**src/rtl/pipe_ctrl_pkg.sv**
```systemverilog
// pipe_ctrl_pkg: shared types and default sizing for the pipeline stall controller
package pipe_ctrl_pkg;
  typedef enum logic [1:0] {RUN, MEM_WAIT, HALTED, ERROR} state_t;
  localparam int RA_W = 4;
  localparam int DEF_MEM_TIMEOUT = 16;
  localparam int DEF_CNT_W = 16;
endpackage

```
**src/rtl/load_use_detect.sv**
```systemverilog
// load_use_detect: flags an ID instruction reading the register a load in EX is about to write
module load_use_detect #(
  parameter int RA_W = pipe_ctrl_pkg::RA_W
) (
  input  logic            ex_mem_read,
  input  logic [RA_W-1:0] ex_rd_addr,
  input  logic [RA_W-1:0] id_rn_addr,
  input  logic [RA_W-1:0] id_rm_addr,
  input  logic            id_rn_used,
  input  logic            id_rm_used,
  output logic            hazard
);
  assign hazard = ex_mem_read & ((id_rn_used & (id_rn_addr == ex_rd_addr)) |
                                 (id_rm_used & (id_rm_addr == ex_rd_addr)));
endmodule

```
**src/rtl/pipe_stall_ctrl.sv**
```systemverilog
// pipe_stall_ctrl: per-stage enables, flushes and bubbles for the 5-stage pipeline
module pipe_stall_ctrl
  import pipe_ctrl_pkg::*;
#(
  parameter int MEM_TIMEOUT = DEF_MEM_TIMEOUT,
  parameter int CNT_W       = DEF_CNT_W,
  parameter int RA_W        = pipe_ctrl_pkg::RA_W
) (
  input  logic             clk,
  input  logic             reset,
  input  logic [RA_W-1:0]  id_rn_addr,
  input  logic [RA_W-1:0]  id_rm_addr,
  input  logic             id_rn_used,
  input  logic             id_rm_used,
  input  logic             ex_mem_read,
  input  logic [RA_W-1:0]  ex_rd_addr,
  input  logic             ex_branch_taken,
  input  logic             dmem_req,
  input  logic             dmem_ready,
  input  logic             dbg_halt_req,
  input  logic             dbg_step,
  output logic             pc_en,
  output logic             if_id_en,
  output logic             if_id_flush,
  output logic             id_ex_en,
  output logic             id_ex_bubble,
  output logic             ex_mem_en,
  output logic             mem_wb_en,
  output logic             mem_wb_bubble,
  output logic             dbg_halted,
  output logic             mem_timeout_err,
  output logic [CNT_W-1:0] stall_cycles
);
  localparam int WW = $clog2(MEM_TIMEOUT + 1);
  state_t state, state_n;
  logic [WW-1:0] wait_cnt, wait_n;
  logic memwait, lu, active, go, hold;
  load_use_detect #(.RA_W(RA_W)) u_lud (
    .ex_mem_read(ex_mem_read),
    .ex_rd_addr(ex_rd_addr),
    .id_rn_addr(id_rn_addr),
    .id_rm_addr(id_rm_addr),
    .id_rn_used(id_rn_used),
    .id_rm_used(id_rm_used),
    .hazard(lu)
  );
  assign memwait = dmem_req & ~dmem_ready;
  // a single-step cycle while halted behaves exactly like a RUN cycle
  assign active = (state == RUN) | (state == MEM_WAIT) | ((state == HALTED) & dbg_step);
  assign go = ~reset & active;
  // a branch squashes the younger load-use stall, so the front end only holds when no branch
  assign hold = lu & ~ex_branch_taken;
  assign pc_en = go & ~memwait & ~hold;
  assign if_id_en = go & ~memwait & ~hold;
  assign if_id_flush = go & ~memwait & ex_branch_taken;
  assign id_ex_en = go & ~memwait;
  assign id_ex_bubble = go & ~memwait & (ex_branch_taken | lu);
  assign ex_mem_en = go & ~memwait;
  assign mem_wb_en = go;
  assign mem_wb_bubble = go & memwait;
  assign dbg_halted = state == HALTED;
  assign mem_timeout_err = state == ERROR;
  // next state and memory-wait cycle count
  always_comb begin
    state_n = state;
    wait_n = wait_cnt;
    if (active) begin
      state_n = memwait ? ((state == MEM_WAIT && wait_cnt == WW'(MEM_TIMEOUT - 1)) ? ERROR : MEM_WAIT)
                        : (dbg_halt_req ? HALTED : RUN);
      wait_n = memwait ? ((state == MEM_WAIT) ? wait_cnt + WW'(1) : WW'(1)) : '0;
    end else if (state == HALTED) begin
      state_n = dbg_halt_req ? HALTED : RUN;
    end
  end
  // state, wait counter and saturating stall counter registers
  always_ff @(posedge clk) begin
    if (reset) begin
      state <= RUN;
      wait_cnt <= '0;
      stall_cycles <= '0;
    end else begin
      state <= state_n;
      wait_cnt <= wait_n;
      if ((state == RUN || state == MEM_WAIT) && !pc_en && stall_cycles != '1)
        stall_cycles <= stall_cycles + CNT_W'(1);
    end
  end
endmodule

```
**config.mk**
```make
export PLATFORM = sky130hd
export DESIGN_NAME = pipe_stall_ctrl
export DESIGN_NICKNAME = d
export VERILOG_FILES = /design/src/rtl/pipe_ctrl_pkg.sv /design/src/rtl/load_use_detect.sv /design/src/rtl/pipe_stall_ctrl.sv
export SDC_FILE = /design/constraint.sdc
export NUM_CORES = 1
export LEC_CHECK = 0
export ABC_AREA = 1
export CAP_MARGIN = 30
export CORE_ASPECT_RATIO = 0.7
export CORE_MARGIN = 2
export CORE_UTILIZATION = 30
export CTS_BUF_LIST = sky130_fd_sc_hd__clkbuf_4 sky130_fd_sc_hd__clkbuf_8 sky130_fd_sc_hd__clkbuf_16
export CTS_CLUSTER_DIAMETER = 80
export CTS_CLUSTER_SIZE = 12
export DETAILED_ROUTE_END_ITERATION = 8
export PLACE_DENSITY = 0.53
export REMOVE_ABC_BUFFERS = 1
export SLEW_MARGIN = 25
export SYNTH_ARGS = -nofsm -noshare
export SYNTH_HDL_FRONTEND = slang
export SYNTH_SLANG_ARGS = --single-unit
```
**constraint.sdc**
```tcl
create_clock -name clk -period 2.6 [get_ports clk]
set_input_delay 0.65 -clock clk [delete_from_list [all_inputs] [get_ports clk]]
set_output_delay 0.65 -clock clk [all_outputs]
set_load 0.05 [all_outputs]
```
==> reports/results.txt, run 1 <==
Core ar.: 5730 um^2
Switching share of power: 33.3%
Post-route cell area: 2460 um^2
DR WL/cell: 10.4 um
Least-Margin Pin Slew: 0.549 ns
Die Ht: 68.3 um
Tot GR Track Use: 14.3%
Vias in the first global route: 1666
Initial antenna violation count: 0
I/O Buffers: 47
First-pass detailed-route iteration total: 4
Sum Neg Setup Slack: 0 ns
WP depth: 10
Diode count: 0
Sequential element share of the synthesized area: 26.0%
DR iter-0 viols: 97
Buffers and inverters on the worst path: 3
Static Leak: 1.12 nW
PD cells: 362 nW/um^2
Final Max Slew Viols: 0
Final Non-Filler Cells: 407
Share of the synthesized area in the top cell type: 26.0%
Post-detail-place hpwl: 3200 um
Share of power burned in registers: 42.0%
Arr. time, crit path: 1.93 ns
Most frequent cells in the layout: nand2_1 (71), inv_1 (59), nor2_1 (34), clkdlybuf4s50_1 (30), dfxtp_1 (23)
Critical path's top delay family: buffers and inverters
Syn avg cell area: 6.24 um^2
Status: finished, final reports clean
Hold_buf cts: 0
Startpoint Class: input pin
Netlist cell types: 31
Vias per cell: 4.32
Clk sinks: 23
Worst IR Drop VDD: 0.282 mV
Clock Latency Late Sink: 0.27 ns
Largest net degree at the start of global routing: 35
CTS Buf Count: 3
Crit share post-route: 99.1%
Clock network fraction of design power: 27.8%
H-tree Lvls: 1
Commonest non-fill, non-tap cell in the layout: nand2_1
Share of cells above drive strength 1: 16.3%
Inst Count DP: 403
Comb power frac: 30.3%
Yosys warns: 0
Internal: 0.594 mW
Ports: 48
CTS root buf: clkbuf_8
RSZ-0062 raised after global routing: yes
Hold WC Path Type: flop to flop
Area contributors post-synth: dfxtp_1 (26%), nand2_1 (15%), inv_1 (13%), nor2_1 (8.0%), nand4_1 (6.4%)
Max frequency: 388 MHz
Cell Chain, Critical Path: clkdlybuf4s50_1 -> inv_1 -> nand2_1 -> nand2_1 -> nor2_1 -> nand3_1 -> nand2_2 -> nand2_1 -> a21oi_2 -> buf_12
Layout area overhead: 39.0%
Number of antenna-violating nets in the routed design: 0
Largest area contributor in the netlist: dfxtp_1
TritonCTS clock tree: yes
Chip Width: 95.9 um
Fill cell total of the finished layout: 591
Total power: 0.891 mW
CTS Buffer Depth: 2
Critical path required time: 1.95 ns
Critical-path top delay cell: clkdlybuf4s50_1
Final setup fails: 0
Fin util: 43.0%
Post-CTS setup buffer count: 0
Die area: 6550 um^2
Crit path top cell by count: nand2_1
Worst Hold Depth: 2
Synthesized area: 1770 um^2
Final Hold Slack: 0.468 ns
Total grt overflow: 0
Max Cap Viol: 0
Setup WS post-layout: 0.0238 ns
Via count: 1758
Slowest Stage Delay on Critical Path: 0.45 ns
Site Rows: 23
Post-route minimum period: 2.58 ns
Placement Setup Slack: -0.116 ns
CP Class: input pin to output port
Critical path endpoint category: output port
Crit path max fanout: 2
R2R cell count: 12
Drt total wl: 4250 um
Final Wtd Congestion: 0.795
Worst Clk Skew: 0.00495 ns
Net count, final: 358
# DRC: 0
Flops & latches, synth: 23
First-pass GRT wire length: 7470 um
Psw: 0.297 mW
Initial Util: 31.0%
Gate Count Post-Synth: 284
Worst relative slew slack: 63.4%
Post-placement cell area: 2380 um^2
Clock slew at reported path FFs: 0.08 ns
Final Hold Vio Count: 0
[power by group through the flow]
| stage | Combinational [mW] | Clock [mW] | Sequential, mW |
|---|---|---|---|
| after global placement | 0.268 | 0 | 0.382 |
| after detailed placement | 0.268 | 0 | 0.382 |
| after floorplan | 0.123 | 0 | 0.401 |
| final | 0.270 | 0.248 | 0.374 |
| after global routing | 0.294 | 0.268 | 0.376 |
| after CTS | 0.269 | 0.259 | 0.374 |
[worst reg2reg max path, stage by stage (launching register included)]
cell     delay, ns
dfxtp_1       0.34
inv_4         0.31
nor2_4        0.07
a21oi_4       0.22
nor2_4        0.06
nand2_4       0.08
inv_4         0.05
nand2_8       0.06
buf_4         0.32
nand3_1       0.22
nand2_1       0.10
inv_1         0.04
nor2_1        0.08
[cell usage after synthesis (all sizes together)]
| cell | n |
|---|---|
| nor2 | 43 |
| o21ai | 1 |
| a31oi | 1 |
| a221oi | 1 |
| buf | 10 |
| nand2 | 74 |
| a21oi | 10 |
| xnor2 | 2 |
| nor3 | 2 |
| nand4 | 19 |
| o211ai | 1 |
| clkbuf | 1 |
| nand3 | 25 |
| xor2 | 1 |
| nand3b | 1 |
| ha | 3 |
| dfxtp | 23 |
| inv | 66 |
[final cells by class]
class	instances	area [um^2]	share of cell area [%]
Tap cell	75	93.8	3.81
Sequential cell	23	460	18.7
Inverter	66	253	10.3
Clock buffer	4	48.8	1.98
Timing Repair Buffer	55	618	25.1
Multi-Input combinational cell	184	990	40.2
[sequential cells by signal, summed over array words and instances (netlist names)]
name          count
wait_cnt          5
state             2
stall_cycles     16
[per-layer routing]
| layer | part of all wire, % | wire (um) | up-vias | GRT usage [%] |
|---|---|---|---|---|
| met5 | 0 | 0 | - | 0 |
| met4 | 0 | 0 | 0 | 1.07 |
| met3 | 4.0 | 172 | 0 | 3.52 |
| met2 | 42 | 1790 | 35 | 23.4 |
| met1 | 54 | 2280 | 755 | 20.0 |
| li1 | - | - | 968 | - |
[path summary, 6_finish.rpt]
check,from,end,slack (ns)
max,id_rn_addr[3],id_ex_bubble,0.02
min reg2reg,wait_cnt[3],wait_cnt[3],0.47
min,wait_cnt[3],wait_cnt[3],0.47
max reg2reg,state[1],stall_cycles[0],0.58
[timing repair]
item | CTS | global route
pin swaps | 5 | 5
endpoints found under the setup margin | 4 | 4
cloned | 0 | 0
resized for setup | 7 | 12
[cells by family (layout without fill, tap and decap cells)]
group	after synthesis	in the layout	share of synthesized area, %
flip-flops	23	23	26.0
AND/OR/NAND/NOR	164	164	45.9
XOR/XNOR	3	3	1.48
AO/OA/AOI/OAI	14	14	5.01
adder cells (fa/ha/maj)	3	3	2.12
buffers and inverters	77	125	19.5
(Power assumes the default switching activity.)
==> run 2, diff against run 1 <==
--- a/config.mk
+++ b/config.mk
@@ -14,9 +14,10 @@
 export CTS_CLUSTER_DIAMETER = 80
 export CTS_CLUSTER_SIZE = 12
 export DETAILED_ROUTE_END_ITERATION = 8
-export PLACE_DENSITY = 0.53
+export PLACE_DENSITY = 0.54
 export REMOVE_ABC_BUFFERS = 1
 export SLEW_MARGIN = 25
 export SYNTH_ARGS = -nofsm -noshare
 export SYNTH_HDL_FRONTEND = slang
+export SYNTH_HIERARCHICAL = 1
 export SYNTH_SLANG_ARGS = --single-unit
==> run 2 against run 1 <==
Net effect:
- synthesized cell count down 12%
- critical path type unchanged
- clock skew down 0.0037 ns
- first-iteration DRC count down 46%
- flip-flop and latch count unchanged
- global-route usage down 0.79 points
- total power up 0.46%
- worst setup slack better by 0.054 ns
- maximum frequency up 2.2%
- die area down 6.4%
==> reports/results.txt, run 2 <==
Status: finished, final reports clean
Clock slew at reported path FFs: 0.08 ns
Tot GR Track Use: 13.5%
Post-synthesis compound-gate area fraction: 12.2%
DR WL/cell: 10.3 um
Least-Margin Pin Slew: 0.501 ns
Hold WC Path Type: flop to flop
TritonCTS clock tree: yes
Most frequent cells in the layout: nand2_1 (64), nor2_1 (36), inv_1 (33), clkdlybuf4s50_1 (27), dfxtp_1 (23)
Setup WS post-layout: 0.0780 ns
Critical path endpoint category: output port
Area of the multi-input gates: 1010 um^2
Site Rows: 22
Slowest Stage Delay on Critical Path: 0.47 ns
Post-synthesis mux area share: 0%
Fin util: 44.5%
Final setup fails: 0
Worst Clk Skew: 0.00130 ns
Diode count: 0
Largest area contributor in the netlist: dfxtp_1
Drt total wl: 3860 um
Worst Hold End: wait_cnt[1]
Largest net degree at the start of global routing: 20
Vias per cell: 4.23
Max frequency: 397 MHz
Share of cells above drive strength 1: 20.2%
Vias in the first global route: 1404
Area contributors post-synth: dfxtp_1 (28%), nand2_1 (15%), nor2_1 (8.6%), inv_1 (7.7%), a21oi_2 (5.8%)
RSZ-0062 raised after global routing: no
Largest Register: stall_cycles
Final Non-Filler Cells: 374
Synthesized area: 1650 um^2
Initial Util: 31.3%
Post-synthesis adder-cell area fraction: 2.27%
Inst Count DP: 370
First-pass detailed-route iteration total: 4
Post-synthesis xor/xnor area fraction: 6.36%
Cell Chain, Critical Path: clkdlybuf4s50_1 -> xnor2_1 -> nand3_1 -> a21oi_2 -> nand2_1 -> nand4_4 -> inv_4 -> buf_12
Yosys warns: 6
R2R cell count: 9
Final Max Slew Viols: 0
Final Hold Vio Count: 0
Top-count cell post-synth: nand2_1
CP Class: input pin to output port
Worst r2r src: stall_cycles[0]
Critical-path top delay cell: clkdlybuf4s50_1
Die area: 6130 um^2
Sequential cell area: 460 um^2
# DRC: 0
Largest family of logic cells by synthesized area: simple AND/OR/NAND/NOR gates
Worst Hold Launch: wait_cnt[1]
Chip Width: 92.7 um
Worst R2R Setup Slack: 1.08 ns
Die Ht: 66.1 um
Crit path max fanout: 2
Gate Count Post-Synth: 250
Crit path launch: id_rm_addr[3]
Clock Latency Late Sink: 0.27 ns
Worst relative slew slack: 66.5%
PD cells: 381 nW/um^2
Ports: 48
Via count: 1582
Total power: 0.895 mW
Syn avg cell area: 6.61 um^2
Initial antenna violation count: 0
Hold_buf cts: 0
Sequential element share of the synthesized area: 27.9%
Flops & latches, synth: 23
I/O Buffers: 47
CTS Buffer Depth: 2
DR iter-0 viols: 52
Commonest non-fill, non-tap cell in the layout: nand2_1
Total grt overflow: 0
Arr. time, crit path: 1.87 ns
Layout area overhead: 42.3%
Static Leak: 1.02 nW
Startpoint Class: input pin
Worst IR Drop VDD: 0.181 mV
Worst Hold Depth: 2
Max Cap Viol: 0
Number of flip-flops in the largest register: 16
Post-synth EDFFs: 0
Number of antenna-violating nets in the routed design: 0
Critical path required time: 1.95 ns
Placement Setup Slack: -0.181 ns
Post-detail-place hpwl: 3110 um
Crit share post-route: 97.0%
First-pass GRT wire length: 6550 um
Worst R2R End: stall_cycles[9]
Clk sinks: 23
Fraction of registers with async set/reset: 0%
Net count, final: 328
Fill cell total of the finished layout: 571
Share of the synthesized area in the top cell type: 27.9%
H-tree Lvls: 1
Synth Flop Type: dfxtp_1
Largest regs: stall_cycles: 16 flops, wait_cnt: 5 flops, state: 2 flops
Netlist cell types: 29
Final Wtd Congestion: 0.806
Post-route minimum period: 2.52 ns
CTS root buf: clkbuf_8
Post-Synth Simple-Gate Area: 39.7%
Core ar.: 5290 um^2
CTS Buf Count: 3
Most instantiated cells after synthesis: nand2_1 (64), nor2_1 (38), inv_1 (34)
## run 2: cell count changes in the layout (fill, tap and decap cells not counted), sizes merged, moves of 5 or more
cell	previous run	this run
xor2	1	6
nand2	74	80
dlygate4sd2	4	9
a21oi	10	19
nand4	19	3
inv	66	36
nand3	25	12
## run 2: metal layers
metal,GRT usage (%),routed length (um),up-vias
met2,19.2,1430,33
met4,1.65,15,0
met5,0,0,-
met1,21.0,2210,671
li1,-,-,876
met3,3.19,201,2
## run 2: worst max-delay path, delay by kind of cell
kind,cells,cell delay [ns]
AO/OA/AOI/OAI,1,0.14
XOR/XNOR,1,0.12
buffers and inverters,3,0.66
AND/OR/NAND/NOR,3,0.31
## run 2: cell type report
| type | instances | area share, % |
|---|---|---|
| Multi-Input combinational cell | 185 | 42.8 |
| Timing Repair Buffer | 54 | 26.0 |
| Sequential cell | 23 | 19.6 |
| Inverter | 36 | 5.85 |
| Tap cell | 72 | 3.83 |
| Clock buffer | 3 | 1.76 |
| Clock inverter | 1 | 0.213 |
## run 2: stage by stage
| stage | cell area (um^2) | TNS, ns | hold slack [ns] |
|---|---|---|---|
| 2_1_floorplan | 1600 | -1.40 | 0.456 |
| 3_3_place_gp | 2300 | -0.458 | 0.478 |
| 3_5_place_dp | 2300 | -0.493 | 0.486 |
| 4_1_cts | 2340 | 0 | 0.498 |
| 5_1_grt | 2350 | 0 | 0.510 |
| 6_report | 2350 | 0 | 0.496 |
## run 2: cells by family (layout without fill, tap and decap cells)
logic type,Yosys count,in the layout
AND/OR/NAND/NOR,141,141
buffers and inverters,42,94
AO/OA/AOI/OAI,29,29
flip-flops,23,23
XOR/XNOR,12,12
adder cells (fa/ha/maj),3,3
## run 2: how the worst max path moves through the flow
stage	to	slack, ns	depth (start not counted)
finish	if_id_en	0.08	8
global route	pc_en	0.005	8
CTS	if_id_en	0.02	9
detailed placement	if_id_en	-0.18	11
global placement	if_id_en	-0.17	11
floorplan	id_ex_bubble	-0.38	4
## run 2: timing repair
item / CTS / global route
setup endpoints to repair: 3 / 4
resized for setup: 13 / 4
pin swaps: 9 / 6
buffers inserted: 0 / 0
## run 2: power by group
part / switching [mW] / internal [mW] / leakage, nW / total (mW)
combinational: 0.165 / 0.121 / 0.805 / 0.287
sequential: 0.0164 / 0.365 / 0.187 / 0.381
clock: 0.120 / 0.107 / 0.0255 / 0.227
total: 0.302 / 0.593 / 1.02 / 0.895
==> run 3, diff against run 2 <==
--- a/config.mk
+++ b/config.mk
@@ -14,7 +14,7 @@
 export CTS_CLUSTER_DIAMETER = 80
 export CTS_CLUSTER_SIZE = 12
 export DETAILED_ROUTE_END_ITERATION = 8
-export PLACE_DENSITY = 0.54
+export PLACE_DENSITY = 0.56
 export REMOVE_ABC_BUFFERS = 1
 export SLEW_MARGIN = 25
 export SYNTH_ARGS = -nofsm -noshare
==> constraint.sdc (replaced) <==
create_clock -name clk -period 2 [get_ports clk]
set_input_delay 0.5 -clock clk [delete_from_list [all_inputs] [get_ports clk]]
set_output_delay 0.5 -clock clk [all_outputs]
set_load 0.05 [all_outputs]
==> run 3 against run 2 <==
Net effect:
- register-to-register slack got worse by 0.61 ns
- sequential power increased by 30%
- flip-flop and latch count unchanged
- die area unchanged
==> reports/results.txt, run 3 (synthesis results as in run 2) <==
Status: finished, final reports clean
Final Wtd Congestion: 0.853
Crit share post-route: 97.2%
Crit path launch: ex_rd_addr[2]
Final Non-Filler Cells: 382
Switching share of power: 34.4%
CP Class: input pin to output port
Drt total wl: 4010 um
Clock Latency Late Sink: 0.27 ns
Max frequency: 515 MHz
Worst r2r src: stall_cycles[0]
Site Rows: 22
Worst R2R Setup Slack: 0.47 ns
Least-Margin Pin Slew: 0.291 ns
Clock network fraction of design power: 25.2%
Worst R2R End: stall_cycles[8]
Worst IR Drop VDD: 0.269 mV
Hold WC Path Type: flop to flop
# DRC: 0
Internal: 0.783 mW
First-pass detailed-route iteration total: 4
R2R cell count: 9
Tot GR Track Use: 13.8%
CP Capture Point: if_id_en
Final setup fails: 0
Fill cell total of the finished layout: 556
Most frequent cells in the layout: nand2_1 (59), nor2_1 (34), buf_4 (31), inv_1 (25), dfxtp_1 (22)
Ports: 48
Clock slew at reported path FFs: 0.09 ns
Final Hold Vio Count: 0
Via count: 1655
Largest net degree at the start of global routing: 20
PD cells: 498 nW/um^2
Chip Width: 92.7 um
Clk sinks: 23
DR WL/cell: 10.5 um
Hold_buf cts: 0
Vias per cell: 4.33
Share of cells above drive strength 1: 38.1%
CTS Buf Count: 3
I/O Buffers: 47
Crit path max fanout: 3
Largest regs: stall_cycles: 16 flops, wait_cnt: 5 flops, state: 2 flops
Arr. time, crit path: 1.44 ns
Psw: 0.410 mW
Net count, final: 336
Post-detail-place hpwl: 3170 um
Die area: 6130 um^2
Share of power burned in registers: 41.5%
Worst Clk Skew: 0.00866 ns
CTS root buf: clkbuf_8
Total grt overflow: 0
First-pass GRT wire length: 6740 um
Startpoint Class: input pin
Core ar.: 5290 um^2
Worst Hold Launch: wait_cnt[1]
Final Max Slew Viols: 0
CTS Buffer Depth: 2
Initial antenna violation count: 0
Layout area overhead: 44.7%
Comb power frac: 33.2%
Diode count: 0
Total power: 1.19 mW
Commonest non-fill, non-tap cell in the layout: nand2_1
Vias in the first global route: 1400
Static Leak: 1.07 nW
Post-route minimum period: 1.94 ns
Inst Count DP: 376
H-tree Lvls: 1
DR iter-0 viols: 56
Critical path endpoint category: output port
TritonCTS clock tree: yes
Number of antenna-violating nets in the routed design: 0
Final Hold Slack: 0.499 ns
Critical path required time: 1.50 ns
Largest Register: stall_cycles
Initial Util: 31.3%
Worst relative slew slack: 80.5%
Number of flip-flops in the largest register: 16
Die Ht: 66.1 um
Max Cap Viol: 0
run 3: cell types whose count changed in the layout (fill, tap and decap cells not counted), moves of 6 or more:
cell and delta:
clkdlybuf4s50_1 -25, inv_1 -8, buf_2 +6, inv_2 +7
buf_4 +25
run 3: worst min-delay path by stage:
stage,end,cells past startpoint
after floorplan,wait_cnt[1],2
after CTS,wait_cnt[1],2
after detailed placement,wait_cnt[1],2
after global placement,wait_cnt[1],2
final,wait_cnt[1],2
after global routing,wait_cnt[0],2
run 3: stage by stage:
stage                     instance area [um^2]  TNS [ns]  worst slack (ns)  utilization, %
after global placement                    2310     -8.15            -0.457            43.8
after detailed placement                  2310     -8.12            -0.461            43.8
after floorplan                           1600     -3.02            -0.677               -
after global routing                      2390  -0.00591          -0.00299            45.3
after CTS                                 2360         0          0.000722            44.6
final                                     2390         0            0.0569            45.3
run 3: power by group through the flow:
stage | combinational (mW) | sequential, mW | clock (mW)
3_5_place_dp | 0.388 | 0.506 | 0
3_3_place_gp | 0.388 | 0.506 | 0
6_report | 0.396 | 0.495 | 0.301
2_1_floorplan | 0.159 | 0.547 | 0
4_1_cts | 0.392 | 0.495 | 0.311
5_1_grt | 0.425 | 0.499 | 0.332
run 3: what timing repair did:
action | in CTS | in global routing
pin swaps | 25 | 13
resized for setup | 72 | 17
endpoints found under the setup margin | 23 | 4
buffers inserted | 2 | 0
gates cloned | 0 | 0
run 3: critical path, cell delays in order:
cell	delay, ns
buf_2	0.12
nor2_1	0.08
nor2_1	0.05
nor2_1	0.09
nand3_1	0.09
a21oi_2	0.16
nand2_2	0.09
nand4_4	0.08
inv_4	0.05
buf_12	0.14
run 3: final cells by class:
type	instances	area, um^2	share of cell area [%]
inverter	36	140	5.86
timing repair buffer	62	603	25.2
multi-input combinational	185	1050	43.9
clock buffer	3	41.3	1.73
sequential	23	462	19.3
clock inverter	1	5.00	0.209
tap	72	90.1	3.77
run 3: per-layer routing:
metal,part of all wire (%),track usage (%),vias to the layer above
li1,-,-,891
met1,55,21.8,726
met2,39,18.5,36
met3,5.9,3.76,2
met4,0.20,1.65,0
met5,0,0,-
